===== src/rtl/pipeline_hazard_ctrl_pkg.sv =====
// Shared encodings for the pipeline hazard controller: forwarding selects and
// the multi-cycle EX occupancy states.
package hazard_pkg;

    localparam logic [1:0] FWD_REG = 2'b00;
    localparam logic [1:0] FWD_MEM = 2'b10;
    localparam logic [1:0] FWD_WB  = 2'b01;

    typedef enum logic {
        MC_IDLE,
        MC_RUN
    } mc_state_t;

endpackage


===== src/rtl/hazard_mc_timer.sv =====
// Tracks how long a multi-cycle EX op (mul/div) still occupies EX and raises
// hold_o until the final cycle, in which the op leaves EX.
module hazard_mc_timer
    import hazard_pkg::*;
#(
    parameter int MC_LAT = 8
) (
    input  logic clk_i,
    input  logic rst_i,
    input  logic start_i,
    output logic hold_o,
    output logic busy_o
);

    localparam int  CW    = (MC_LAT > 2) ? $clog2(MC_LAT - 1) : 1;
    localparam bit  MC_ON = (MC_LAT > 1);

    mc_state_t      state_q, state_d;
    logic [CW-1:0]  mc_cnt_q, mc_cnt_d;
    logic           start;

    // With MC_LAT=1 the FSM can never leave IDLE and synthesis removes it.
    assign start = start_i & MC_ON;

    always_comb begin
        state_d  = state_q;
        mc_cnt_d = mc_cnt_q;
        hold_o   = 1'b0;
        busy_o   = 1'b0;
        case (state_q)
            MC_IDLE: begin
                if (start) begin
                    hold_o   = 1'b1;
                    busy_o   = 1'b1;
                    state_d  = MC_RUN;
                    mc_cnt_d = CW'(MC_LAT - 2);
                end
            end
            MC_RUN: begin
                busy_o = 1'b1;
                if (mc_cnt_q != '0) begin
                    hold_o   = 1'b1;
                    mc_cnt_d = mc_cnt_q - CW'(1);
                end else begin
                    state_d = MC_IDLE;
                end
            end
            default: state_d = MC_IDLE;
        endcase
    end

    always_ff @(posedge clk_i) begin
        if (rst_i) begin
            state_q  <= MC_IDLE;
            mc_cnt_q <= '0;
        end else begin
            state_q  <= state_d;
            mc_cnt_q <= mc_cnt_d;
        end
    end

endmodule


===== src/rtl/pipeline_hazard_ctrl.sv =====
// Central 5-stage pipeline controller: stalls, flushes, bubbles, EX/ID
// forwarding selects, multi-cycle EX hold and a saturating stall counter.
module pipeline_hazard_ctrl
    import hazard_pkg::*;
#(
    parameter int REG_AW = 5,
    parameter int MC_LAT = 8,
    parameter int FWD_EN = 1,
    parameter int CNT_W  = 16
) (
    input  logic              clk_i,
    input  logic              rst_i,
    input  logic              imem_valid_i,
    input  logic [REG_AW-1:0] id_rs1_i,
    input  logic [REG_AW-1:0] id_rs2_i,
    input  logic              id_use_rs1_i,
    input  logic              id_use_rs2_i,
    input  logic              id_branch_i,
    input  logic              id_taken_i,
    input  logic [REG_AW-1:0] ex_rs1_i,
    input  logic [REG_AW-1:0] ex_rs2_i,
    input  logic [REG_AW-1:0] ex_rd_i,
    input  logic              ex_regwrite_i,
    input  logic              ex_memread_i,
    input  logic              ex_mc_i,
    input  logic [REG_AW-1:0] mem_rd_i,
    input  logic              mem_regwrite_i,
    input  logic              mem_memread_i,
    input  logic [REG_AW-1:0] wb_rd_i,
    input  logic              wb_regwrite_i,
    output logic              pc_write_o,
    output logic              if_id_write_o,
    output logic              if_flush_o,
    output logic              id_ex_bubble_o,
    output logic              ex_hold_o,
    output logic              ex_mem_bubble_o,
    output logic [1:0]        fwd_a_o,
    output logic [1:0]        fwd_b_o,
    output logic              fwd_id_a_o,
    output logic              fwd_id_b_o,
    output logic              mc_busy_o,
    output logic [CNT_W-1:0]  stall_cnt_o
);

    localparam bit FWD_ON = (FWD_EN != 0);

    logic             mc_hold, mc_busy;
    logic             ex_id_hit, mem_id1, mem_id2;
    logic             mem_ex1, mem_ex2, wb_ex1, wb_ex2;
    logic             ds;
    logic [CNT_W-1:0] stall_cnt_q, stall_cnt_d;

    hazard_mc_timer #(.MC_LAT(MC_LAT)) u_mc_timer (
        .clk_i   (clk_i),
        .rst_i   (rst_i),
        .start_i (ex_mc_i),
        .hold_o  (mc_hold),
        .busy_o  (mc_busy)
    );

    function automatic logic hit(input logic we, input logic [REG_AW-1:0] rd,
                                 input logic [REG_AW-1:0] rs, input logic use_rs);
        return we && (rd != '0) && (rd == rs) && use_rs;
    endfunction

    always_comb begin
        ex_id_hit = hit(ex_regwrite_i, ex_rd_i, id_rs1_i, id_use_rs1_i)
                  | hit(ex_regwrite_i, ex_rd_i, id_rs2_i, id_use_rs2_i);
        mem_id1   = hit(mem_regwrite_i, mem_rd_i, id_rs1_i, id_use_rs1_i);
        mem_id2   = hit(mem_regwrite_i, mem_rd_i, id_rs2_i, id_use_rs2_i);
        mem_ex1   = hit(mem_regwrite_i, mem_rd_i, ex_rs1_i, 1'b1);
        mem_ex2   = hit(mem_regwrite_i, mem_rd_i, ex_rs2_i, 1'b1);
        wb_ex1    = hit(wb_regwrite_i, wb_rd_i, ex_rs1_i, 1'b1);
        wb_ex2    = hit(wb_regwrite_i, wb_rd_i, ex_rs2_i, 1'b1);

        // WB never stalls: the regfile writes through to same-cycle reads.
        ds = (ex_memread_i & ex_id_hit)
           | (id_branch_i & (ex_id_hit | (mem_memread_i & (mem_id1 | mem_id2))))
           | (!FWD_ON & (ex_id_hit | mem_id1 | mem_id2));
    end

    always_comb begin
        pc_write_o      = 1'b1;
        if_id_write_o   = 1'b1;
        if_flush_o      = 1'b0;
        id_ex_bubble_o  = 1'b0;
        ex_hold_o       = 1'b0;
        ex_mem_bubble_o = 1'b0;
        fwd_a_o         = FWD_REG;
        fwd_b_o         = FWD_REG;
        fwd_id_a_o      = 1'b0;
        fwd_id_b_o      = 1'b0;
        mc_busy_o       = 1'b0;

        if (rst_i) begin
            pc_write_o      = 1'b0;
            if_id_write_o   = 1'b0;
            if_flush_o      = 1'b1;
            id_ex_bubble_o  = 1'b1;
            ex_mem_bubble_o = 1'b1;
        end else begin
            mc_busy_o = mc_busy;
            ex_hold_o = mc_hold;
            if (mc_hold) begin
                // ID/EX is frozen, not bubbled: the op must stay in EX.
                pc_write_o      = 1'b0;
                if_id_write_o   = 1'b0;
                ex_mem_bubble_o = 1'b1;
            end else if (ds) begin
                pc_write_o     = 1'b0;
                if_id_write_o  = 1'b0;
                id_ex_bubble_o = 1'b1;
            end else if (id_taken_i) begin
                if_flush_o = 1'b1;
            end else if (!imem_valid_i) begin
                pc_write_o = 1'b0;
                if_flush_o = 1'b1;
            end

            if (FWD_ON) begin
                fwd_a_o    = mem_ex1 ? FWD_MEM : (wb_ex1 ? FWD_WB : FWD_REG);
                fwd_b_o    = mem_ex2 ? FWD_MEM : (wb_ex2 ? FWD_WB : FWD_REG);
                fwd_id_a_o = mem_id1 & ~mem_memread_i;
                fwd_id_b_o = mem_id2 & ~mem_memread_i;
            end
        end
    end

    always_comb begin
        stall_cnt_d = stall_cnt_q;
        if (!pc_write_o && !(&stall_cnt_q)) begin
            stall_cnt_d = stall_cnt_q + CNT_W'(1);
        end
    end

    always_ff @(posedge clk_i) begin
        if (rst_i) begin
            stall_cnt_q <= '0;
        end else begin
            stall_cnt_q <= stall_cnt_d;
        end
    end

    assign stall_cnt_o = stall_cnt_q;

endmodule


===== config.mk =====
export PLATFORM = sky130hd
export DESIGN_NAME = pipeline_hazard_ctrl
export DESIGN_NICKNAME = d
export VERILOG_FILES = /design/src/rtl/pipeline_hazard_ctrl_pkg.sv /design/src/rtl/hazard_mc_timer.sv /design/src/rtl/pipeline_hazard_ctrl.sv
export SDC_FILE = /design/constraint.sdc
export NUM_CORES = 1
export LEC_CHECK = 0
export ABC_AREA = 0
export BUFFER_PORTS_ARGS = -buffer_cell sky130_fd_sc_hd__buf_2
export CELL_PAD_IN_SITES_DETAIL_PLACEMENT = 1
export CELL_PAD_IN_SITES_GLOBAL_PLACEMENT = 1
export CORE_MARGIN = 4
export CORE_UTILIZATION = 33
export CTS_CLUSTER_DIAMETER = 200
export CTS_CLUSTER_SIZE = 14
export DETAILED_ROUTE_END_ITERATION = 12
export GPL_TIMING_DRIVEN = 0
export PLACE_DENSITY_LB_ADDON = 0.05
export SYNTH_ARGS = -nofsm -noshare
export SYNTH_HDL_FRONTEND = slang
export SYNTH_SLANG_ARGS = --single-unit

===== constraint.sdc =====
create_clock -name clk_i -period 3.38 [get_ports clk_i]
set_input_delay 0.676 -clock clk_i [delete_from_list [all_inputs] [get_ports clk_i]]
set_output_delay 0.676 -clock clk_i [all_outputs]
set_load 0.02 [all_outputs]

# Word level (Yosys, flattened, before mapping)
# Index checks and enable logic that the tools add are counted.
[op_classes]
n_addsub = 2
eq_ne = 10
muxes = 35
bitwise = 11
n_reduce_logical = 24
[op_table]
columns = ["operator", "count"]
rows = [
  ["$eq 5x5->1", 8],
  ["$mux 1", 26],
  ["$add 16x1->16 const B", 1],
  ["$logic_and 1x1->1", 16],
  ["$reduce_and 16->1", 1],
  ["$reduce_bool 5->1", 3],
  ["$mux 2", 4],
  ["$mux 3", 2],
  ["$pmux 3 s2", 1],
  ["$and 1x1->1", 5],
  ["$ne 2x2->1 const B", 2],
  ["$or 1x1->1", 4],
  ["$pmux 1 s2", 2],
  ["$reduce_bool 3->1", 1],
  ["$sub 3x1->3 const B", 1],
  ["$logic_not 1->1", 2],
  ["$not 1->1", 2],
  ["$reduce_and 2->1", 1],
]
[totals]
reg_bits = 20
input_bits = 48
out_inout_bits = 29
wordCells = 85

# Logic depth before layout (Yosys ltp)
# Gate-level depths: netlist of the first run.
[depth]
depth_word = 14
mapped_depth = 12

# By module
# From an unflattened synthesis of the first run, not the netlist that was laid out.
[hier_totals]
cells_unflattened = 219
hier_area_um2 = 1696.6
[by_module_without_submodules]
columns = ["module", "n_inst", "cells_each", "area_per_inst_um2", "seq_area_each_um2"]
rows = [
  ["pipeline_hazard_ctrl", 1, 197, 1490.2, 320.3],
  ["hazard_mc_timer", 1, 22, 206.4, 80.1],
]

# Worst setup path before layout of the first run
# No wires, ideal clock.
[synth_path]
path_type = "input to output"
startpoint = "input mem_rd_i[1]"
endpoint = "output pc_write_o"
arrival_time_ns = 2.341
path_slack_ns = 0.363
stages = 8
n_path_buf = 3
path_cell_list = "buf_2 > or4_1 > o21ai_2 > a211oi_2 > or3_4 > inv_4 > buf_6 > buf_6"
[synth_via]
elab_chain_cells = 12
[synth_rtl]
columns = ["element", "line_no", "rtl"]
rows = [
  ["start: declaration", "pipeline_hazard_ctrl.sv:26", "input logic [REG_AW-1:0] mem_rd_i,"],
  ["$reduce_bool 5->1", "pipeline_hazard_ctrl.sv:63", "return we && (rd != '0) && (rd == rs) && use_rs;"],
  ["$logic_and 1x1->1 (3 in series)", "pipeline_hazard_ctrl.sv:63", ""],
  ["$or 1x1->1 *", "pipeline_hazard_ctrl.sv:78", "| (id_branch_i & (ex_id_hit | (mem_memread_i & (mem_id1 | mem_id2))))"],
  ["$and 1x1->1 *", "pipeline_hazard_ctrl.sv:78", ""],
  ["$or 1x1->1 *", "pipeline_hazard_ctrl.sv:78", ""],
  ["$and 1x1->1 *", "pipeline_hazard_ctrl.sv:78", ""],
  ["$or 1x1->1 *", "pipeline_hazard_ctrl.sv:78", ""],
  ["$mux 1 *", "pipeline_hazard_ctrl.sv:109", "end else if (ds) begin"],
  ["$mux 1 *", "pipeline_hazard_ctrl.sv:104", "if (mc_hold) begin"],
  ["$mux 1 *", "pipeline_hazard_ctrl.sv:95", "if (rst_i) begin"],
  ["end: declaration", "pipeline_hazard_ctrl.sv:31", "output logic pc_write_o,"],
]
# Mark *: on every way between the ends. The rest lies on a longest branch, timed or not.

# Worst setup path in the final report of the first run
[layout_path]
startpoint = "input mem_rd_i[3]"
endpoint = "output pc_write_o"
# Same word-level chain as after synthesis.

==> results of run 1 <==
-- cells in the final DEF, fill, tap and decap left out, types with 4 or more instances in the layout --
cell	n
o31ai_1	10
buf_2	73
nor4_1	10
or4_1	10
xnor2_1	12
nor2_1	15
nor2b_1	4
dfxtp_1	20
clkbuf_1	6
a21oi_1	14
nand2_1	9
inv_1	6
o21ai_0	6
xor2_1	28
nand3_1	16
-- synthesized netlist by cell type, types with 3 or more instances --
master and number:
nand3_1 16, o31ai_1 10, ha_1 3, or4_1 11
a21oi_1 14, nor2b_1 5, buf_6 3, xor2_1 28
nand2_1 9, and3_1 3, o21ai_0 6, and4_1 3
mux2_2 3, inv_1 6, nor2_1 15, xnor2_1 12
clkbuf_1 6, nor4_1 10, dfxtp_1 20
-- kinds of logic after synthesis --
family	count (synthesis)
fa+ha+maj	3
simple gates	84
compound gates	40
xor+xnor	40
buf+inv	19
mux	3
flops	20
-- registers in the layout, summed over array words and instances, names as in the netlist --
signal	count
u_mc_timer.state_q	1
u_mc_timer.mc_cnt_q	3
stall_cnt_o	16
-- metal layers --
layer | share of wire, % | global-route usage [%] | up-vias | routed length, um
met4 | 1.1 | 4.64 | 0 | 58
met2 | 48 | 30.1 | 61 | 2470
met1 | 43 | 20.6 | 833 | 2210
li1 | - | - | 912 | -
met5 | 0 | 0 | - | 0
met3 | 7.5 | 3.29 | 4 | 384
-- power groups by stage --
stage	Clock, mW	Combinational (mW)	Sequential (mW)
2_1_floorplan	0	0.111	0.263
3_3_place_gp	0	0.187	0.260
3_5_place_dp	0	0.189	0.261
4_1_cts	0.168	0.190	0.255
5_1_grt	0.175	0.218	0.257
6_report	0.159	0.193	0.256
-- worst min-delay path, delay by kind of cell, from the launching register on --
kind           cells  cell delay, ps
flip-flops         1             330
AO/OA/AOI/OAI      2             130
-- stage by stage --
step                      setup slack [ps]  cell area (sq um)
after floorplan                        363               1660
after CTS                             20.7               2140
after detailed placement              20.0               2100
after global routing                 0.446               2180
after global placement                41.7               2100
final                                 64.3               2180
-- cell type report --
| class | count | area (sq um) |
|---|---|---|
| fillers | 645 | 2610 |
| multi-input cells | 170 | 1180 |
| flip-flops and latches | 20 | 400 |
| repair buffers | 73 | 370 |
| well taps | 67 | 83.8 |
| plain buffers | 12 | 73.8 |
| clock buffers | 3 | 41.3 |
| inverters | 7 | 28.8 |
-- path summary, 6_finish.rpt --
kind               endpoint  slack [ps]      startpoint
max              pc_write_o          60     mem_rd_i[3]
min          stall_cnt_o[8]         500  stall_cnt_o[8]
max reg2reg  stall_cnt_o[0]         800  stall_cnt_o[0]
min reg2reg  stall_cnt_o[8]         500  stall_cnt_o[8]
-- what timing repair did --
action | in CTS | in global routing
resized for setup | 0 | 5
setup buffers | 0 | 2
endpoints found under the setup margin | 0 | 1
hold buffers | 0 | 0
==> flow_summary.toml, run 1 <==
[critical_path]
path_delay_family = "simple AND/OR/NAND/NOR gates"
critical_path.cell_chain = "clkbuf_1, or4_4, o21ai_4, a211oi_2, or3_4, inv_4, buf_6, buf_6, buf_2"
cp.depth = 9
cpMostUsedCell = "buf_6"
worst-endpoint-arrival_ps = 2640
setup.worst_path.start_class = "input port"
endpoint_kind = "primary output"
cp_bufs_invs = 5
cp.required_ps = 2700
crit_path_top_delay_cell = "or4_4"
slowest_delay_ps = 540
critPathMaxFanout = 10
ff2ff_path_depth = 9
timing_worst_setup_path_type = "input port to primary output"

[floorplan]
core_area_sq_mm = 0.00479
floorplan.initialDensity_pct = 34.7
die_x_um = 79.0
design.die.area_sq_mm = 0.00623
fp-row-count = 25
overall_die_height_um = 79.0
design.portCount = 77

[run]
timing.max_cap.violations = 0

[logic_synthesis]
syn_inst = 209
synthFlopType = "dfxtp_1"
synth_top_family_by_area = "simple AND/OR/NAND/NOR gates"
synth.largest_area_cell = "dfxtp_1"
yosys.area_share.simple_pct = 28.8
synthesis.nets = 260
post_synth_main_area_contributors = "dfxtp_1 24%, xor2_1 15%, xnor2_1 6.3%, or4_1 5.0%, nand3_1 4.8%"
post_synth_instance_area_sq_mm = 0.00166
count_of_different_cell_masters_after_synthesis = 38
synth_compound_gate_area_share_pct = 15.5
register_area_share_after_synthesis_pct = 24.1
muxShareOfSynthArea_pct = 2.03
async_flop_share_pct = 0
synth-adder-area-share_pct = 2.26
synth_enable_flop_cells = 0
postSynthRegisterBits = 20
yosys_warnings = 0
synth_xor_area_share_pct = 21.1
synth.avg_cell_area_sq_um = 7.95
synth_largest_type_area_fraction_pct = 24.1

[drt]
detail-route-antenna-nets = 0
routed_wl_um = 5120
drt_first_pass_iters = 4
drc = 0
drt_iter0_markers = 73
vias = 1810
wirelength_per_cell_um = 14.5
vias_per_cell = 5.14

[power]
total_leakage_power_nw = 0.934
powerDensity_mw_per_mm2 = 279
max-vdd-ir-drop_v = 0.0000920
sequentialPowerShare_pct = 42.1
totalPowerFinal_mw = 0.608
power_switching_share_pct = 32.4
clockPowerShare_pct = 26.1
power.internal_mw = 0.411
netSwitchingPower_mw = 0.197
power.combinational.fraction_pct = 31.8

[finish]
post_layout_cell_count = 352
antenna_cells = 0
final_net_count = 338
post-route-util_pct = 45.6
drive_above_1_share_pct = 33.3
layout-area-overhead-vs-synth_pct = 31.2

[placement]
io_buffers = 71
finalWeightedCongestion = 0.819
dp_hpwl_um = 4270
dp.cells = 347

[cts]
cts_tree = "built"
numCtsBuffers = 3
insertion_delay_ps = 260
path_clk_slew_ps = 70
ctsLongestPathBuffers = 2
clock_sinks = 20
h-tree-depth = 1
cts_root_buffer = "clkbuf_8"

[timing]
timing_worst_slew_pin_value_ps = 561
clock.fmax_mhz = 302
min_period_ps = 3320
slew-limit-headroom_pct = 62.6
grt_setup_unrepaired = "false"
final_hold_viol_count = 0
final-setup-viol-count = 0
final-max-slew-violation-count = 0
clock_skew_ps = 1.72
whs_ps = 502
final_min_period_over_clock_period_pct = 98.1
finalSetupTns_ps = 0

[global_route]
global_route.usage.total_pct = 16.9
largest_net_degree_at_the_start_of_global_routing = 11
global_route_wire_length_before_repair_um = 8630
grt_pass1_vias = 1895
antenna_found_initial = 0
total_congestion_overflow = 0

[outcome]
status = "finished clean"

[hold_path]
timing.hold.worst.class = "register to register"
whs_path_depth = 2
Power figures use the tool's default switching activity.
==> run 2: changes to the inputs <==
--- a/config.mk
+++ b/config.mk
@@ -15,7 +15,7 @@
 export CTS_CLUSTER_SIZE = 14
 export DETAILED_ROUTE_END_ITERATION = 12
 export GPL_TIMING_DRIVEN = 0
-export PLACE_DENSITY_LB_ADDON = 0.05
+export PLACE_DENSITY = 0.78
 export SYNTH_ARGS = -nofsm -noshare
 export SYNTH_HDL_FRONTEND = slang
 export SYNTH_SLANG_ARGS = --single-unit
==> run 2 against run 1 <==
  * Worst hold slack worse by 2.2 ps
  * Design area rose by 0.98%
  * Register-to-register slack about the same
  * Clock power rose by 53%
  * Largest cell class unchanged
  * Highest routed layer unchanged
==> flow_summary.toml, run 2 (same netlist as run 1, synthesis figures left out) <==
[drt]
vias = 1856
drt_first_pass_iters = 4
drt_iter0_markers = 42
detail-route-antenna-nets = 0
routed_wl_um = 5310
drc = 0
vias_per_cell = 5.27
wirelength_per_cell_um = 15.1

[cts]
ctsLongestPathBuffers = 2
path_clk_slew_ps = 80
cts_root_buffer = "clkbuf_8"
numCtsBuffers = 3
insertion_delay_ps = 270
cts.hold.buffers_added = 0
cts_tree = "built"
clock_sinks = 20
h-tree-depth = 1

[finish]
final_design_area_no_fill_sq_mm = 0.00220
final_net_count = 337
multi_input_area_sq_mm = 0.00118
layout.cells.most_common = "buf_2"
layout-area-overhead-vs-synth_pct = 32.5
largest_register_ffs = 16
register_area_sq_um = 400
most_used_cells_in_the_layout_excluding_fill_and_tap_cells = "72 x buf_2, 28 x xor2_1, 20 x dfxtp_1"
drive_above_1_share_pct = 33.3
antenna_cells = 0
final.fill_count = 622

[critical_path]
critical_path.cell_chain = "buf_2, or4_4, o21ai_4, a211oi_2, or3_4, inv_4, buf_6, buf_6, buf_4"
worst-endpoint-arrival_ps = 2610
setup.worst_path.start_class = "input port"
slowest_delay_ps = 560
timing_worst_setup_path_type = "input port to primary output"
cp.required_ps = 2700
critPathLaunch = "mem_rd_i[1]"
crit_path_top_delay_cell = "or4_4"
cpMostUsedCell = "buf_6"
endpoint_kind = "primary output"
reg2reg_from = "stall_cnt_o[0]"
critPathMaxFanout = 10

[floorplan]
floorplan.initialDensity_pct = 34.7
core_area_sq_mm = 0.00479
design.die.area_sq_mm = 0.00623
overall_die_height_um = 79.0
design.portCount = 77
die_x_um = 79.0
fp-row-count = 25

[timing]
min_period_ps = 3290
timing_worst_slew_pin_value_ps = 496
final_min_period_over_clock_period_pct = 97.3
grt_setup_unrepaired = "false"
final_hold_viol_count = 0
slew-limit-headroom_pct = 66.9
clock_skew_ps = 9.12
final-setup-viol-count = 0
clock.fmax_mhz = 304
finalSetupTns_ps = 0
final-max-slew-violation-count = 0

[power]
power_switching_share_pct = 29.5
netSwitchingPower_mw = 0.205
power.internal_mw = 0.489
totalPowerFinal_mw = 0.694
power.combinational.fraction_pct = 27.9
total_leakage_power_nw = 0.945
sequentialPowerShare_pct = 36.8
clockPowerShare_pct = 35.2
powerDensity_mw_per_mm2 = 315
max-vdd-ir-drop_v = 0.000178

[run]
timing.max_cap.violations = 0

[global_route]
global_route_wire_length_before_repair_um = 8980
global_route.usage.total_pct = 17.6
antenna_found_initial = 0
grt_pass1_vias = 1925
total_congestion_overflow = 0
largest_net_degree_at_the_start_of_global_routing = 13

[placement]
finalWeightedCongestion = 0.817
dp_area_sq_mm = 0.00210
io_buffers = 71
dp_hpwl_um = 4370

[hold_path]
timing.hold.worst.class = "register to register"
timing.hold.worst.start = "stall_cnt_o[11]"

[outcome]
status = "finished clean"
run 2: cell count changes in the layout (fill, tap and decap cells not counted):
cell	delta
a211oi_1	+1
a211oi_2	-1
buf_2	-1
bufinv_16	+1
clkbuf_1	-1
clkbuf_2	+1
run 2: final cells by class:
type / count / area share (%)
clock buffers: 3 / 1.88
inverters: 7 / 1.31
repair buffers: 72 / 16.6
multi-input cells: 170 / 53.5
clock inverters: 1 / 1.36
well taps: 67 / 3.81
flip-flops and latches: 20 / 18.2
plain buffers: 12 / 3.41
run 2: critical path: cells and delay by family:
kind	cells	cell delay [ps]
buffers and inverters	5	680
AND/OR/NAND/NOR	2	990
AO/OA/AOI/OAI	2	280
run 2: metal layers:
metal	share of wire (%)	GRT usage, %
met4	1.4	4.81
met3	7.6	3.51
met1	43	21.5
met2	48	31.1
met5	0	0
run 2: metrics by stage:
step / utilization [%] / instances / hold slack, ps / setup WS [ps]
3_3_place_gp: 43.9 / 347 / 479 / 27.6
5_1_grt: 46.0 / 352 / 525 / 7.51
4_1_cts: 45.4 / 351 / 503 / 22.4
2_1_floorplan: - / 209 / 477 / 363
3_5_place_dp: 43.9 / 347 / 490 / 19.6
6_report: 46.0 / 352 / 500 / 90.2
run 2: power by group through the flow:
stage	Sequential [mW]	Clock [mW]	Combinational (mW)
after floorplan	0.263	0	0.111
after global routing	0.258	0.261	0.217
after CTS	0.255	0.249	0.190
after detailed placement	0.260	0	0.190
after global placement	0.260	0	0.185
final	0.256	0.244	0.194
run 2: what timing repair did:
item | 4_1_cts | 5_1_grt
setup buffers | 0 | 1
resized for setup | 0 | 7
endpoints found under the setup margin | 0 | 1
run 2: worst paths after layout:
| kind | to | slack (ps) | cells after the start |
|---|---|---|---|
| worst min-delay path | stall_cnt_o[11] | 500 | 2 |
| worst max register to register | stall_cnt_o[4] | 800 | 9 |
| worst min register to register | stall_cnt_o[11] | 500 | 2 |
| worst max-delay path | pc_write_o | 90 | 9 |
==> run 3: changes to the inputs <==
--- a/config.mk
+++ b/config.mk
@@ -10,12 +10,13 @@
 export CELL_PAD_IN_SITES_DETAIL_PLACEMENT = 1
 export CELL_PAD_IN_SITES_GLOBAL_PLACEMENT = 1
 export CORE_MARGIN = 4
-export CORE_UTILIZATION = 33
+export CORE_UTILIZATION = 34
+export CTS_BUF_LIST = sky130_fd_sc_hd__clkbuf_8
 export CTS_CLUSTER_DIAMETER = 200
 export CTS_CLUSTER_SIZE = 14
 export DETAILED_ROUTE_END_ITERATION = 12
 export GPL_TIMING_DRIVEN = 0
-export PLACE_DENSITY = 0.78
+export PLACE_DENSITY = 0.8
 export SYNTH_ARGS = -nofsm -noshare
 export SYNTH_HDL_FRONTEND = slang
 export SYNTH_SLANG_ARGS = --single-unit
==> run 3 against run 2 <==
  * Sequential share of layout area is 0.18 points higher
  * Non-clock buffer count shrank 1
  * Fmax down 0.42%
  * Critical path depth unchanged
  * Routed wire length down 1.2%
  * Power is 9.0% lower
  * Critical path type unchanged
  * Largest cell class unchanged
==> flow_summary.toml, run 3 (same netlist as run 1, synthesis figures left out) <==
[finish]
final_design_area_no_fill_sq_mm = 0.00218
most_used_cells_in_the_layout_excluding_fill_and_tap_cells = "73 x buf_2, 28 x xor2_1, 20 x dfxtp_1"
largest_register_ffs = 16
drive_above_1_share_pct = 33.5
antenna_cells = 0
final_net_count = 336
layout.cells.most_common = "buf_2"
layout-area-overhead-vs-synth_pct = 31.2

[global_route]
largest_net_degree_at_the_start_of_global_routing = 12
total_congestion_overflow = 0
grt_pass1_vias = 1941
antenna_found_initial = 0
global_route.usage.total_pct = 17.2
global_route_wire_length_before_repair_um = 8630

[cts]
cts_tree = "built"
insertion_delay_ps = 260
clock_sinks = 20
path_clk_slew_ps = 80
numCtsBuffers = 3
cts_root_buffer = "clkbuf_8"
ctsLongestPathBuffers = 2
h-tree-depth = 1
cts.hold.buffers_added = 0

[outcome]
status = "finished clean"

[drt]
routed_wl_um = 5240
drt_iter0_markers = 68
drc = 0
drt_first_pass_iters = 4
vias_per_cell = 5.15
vias = 1809
wirelength_per_cell_um = 14.9
detail-route-antenna-nets = 0

[critical_path]
worst-endpoint-arrival_ps = 2630
endpoint_kind = "primary output"
critPathMaxFanout = 10
cp.required_ps = 2700
timing_worst_setup_path_type = "input port to primary output"
setup.worst_path.start_class = "input port"

[placement]
io_buffers = 71
dp_area_sq_mm = 0.00210
dp_hpwl_um = 4230
preCtsSetupSlack_ps = 45.7
finalWeightedCongestion = 0.790

[timing]
final-max-slew-violation-count = 0
clock_skew_ps = 4.51
final_hold_viol_count = 0
slew-limit-headroom_pct = 65.7
finalSetupTns_ps = 0
final-setup-viol-count = 0
final_min_period_over_clock_period_pct = 97.7
clock.fmax_mhz = 303
min_period_ps = 3300
setup_slack_ps = 76.3
timing_worst_slew_pin_value_ps = 515

[floorplan]
design.die.area_sq_mm = 0.00607
overall_die_height_um = 77.9
die_x_um = 77.9
design.portCount = 77
floorplan.initialDensity_pct = 35.2
core_area_sq_mm = 0.00472
fp-row-count = 25

[power]
powerDensity_mw_per_mm2 = 290
power.combinational.fraction_pct = 30.6
clockPowerShare_pct = 28.8
max-vdd-ir-drop_v = 0.000120
netSwitchingPower_mw = 0.197
total_leakage_power_nw = 0.934
power_switching_share_pct = 31.3
power.internal_mw = 0.434
sequentialPowerShare_pct = 40.6

[hold_path]
timing.hold.worst.class = "register to register"

[run]
timing.max_cap.violations = 0
run 3: cell types whose count changed in the layout (fill, tap and decap cells not counted), sizes merged:
cell | previous run | this run
buf | 78 | 77
clkbuf | 9 | 10
bufinv | 1 | 0
run 3: cell type report:
class                           instances  area [sq um]
Clock buffer                            4          55.1
Inverter                                7          28.8
Sequential cell                        20           400
Timing Repair Buffer                   71           355
Fill cell                             621          2540
Buffer                                 12          75.1
Tap cell                               67          83.8
Multi-Input combinational cell        170          1180
run 3: final timing paths:
kind | from | end | slack [ps] | cells after the start
max | mem_rd_i[1] | pc_write_o | 80 | 9
min | stall_cnt_o[11] | stall_cnt_o[11] | 490 | 2
max reg2reg | stall_cnt_o[0] | stall_cnt_o[15] | 780 | 9
min reg2reg | stall_cnt_o[11] | stall_cnt_o[11] | 490 | 2
run 3: critical path, cell delays in order:
cell and delay [ps]:
buf_2 140, or4_4 560, o21ai_4 210, a211oi_2 80, or3_4 420, inv_4 90, buf_6 140, buf_6 150
buf_2 170
run 3: routing by layer:
| layer | track usage (%) | wire (um) |
|---|---|---|
| met3 | 3.25 | 384 |
| met2 | 32.1 | 2510 |
| met5 | 0 | 0 |
| met4 | 3.67 | 48 |
| met1 | 20.1 | 2300 |
run 3: metrics by stage:
stage	utilization (%)	instances	power [mW]	hold WS, ps
2_1_floorplan	-	209	0.374	477
3_5_place_dp	44.5	347	0.450	487
6_report	46.2	351	0.631	495
4_1_cts	45.6	351	0.634	498
5_1_grt	46.2	351	0.667	540
3_3_place_gp	44.5	347	0.443	479
run 3: power groups by stage:
stage / Clock [mW] / Combinational [mW] / Sequential (mW)
after floorplan: 0 / 0.111 / 0.263
after CTS: 0.187 / 0.191 / 0.256
final: 0.182 / 0.193 / 0.256
after detailed placement: 0 / 0.189 / 0.261
after global routing: 0.193 / 0.216 / 0.258
after global placement: 0 / 0.183 / 0.260
run 3: what timing repair did:
item                       CTS  global route
setup endpoints to repair    0             1
buffers inserted             0             0
resized for setup            0             7
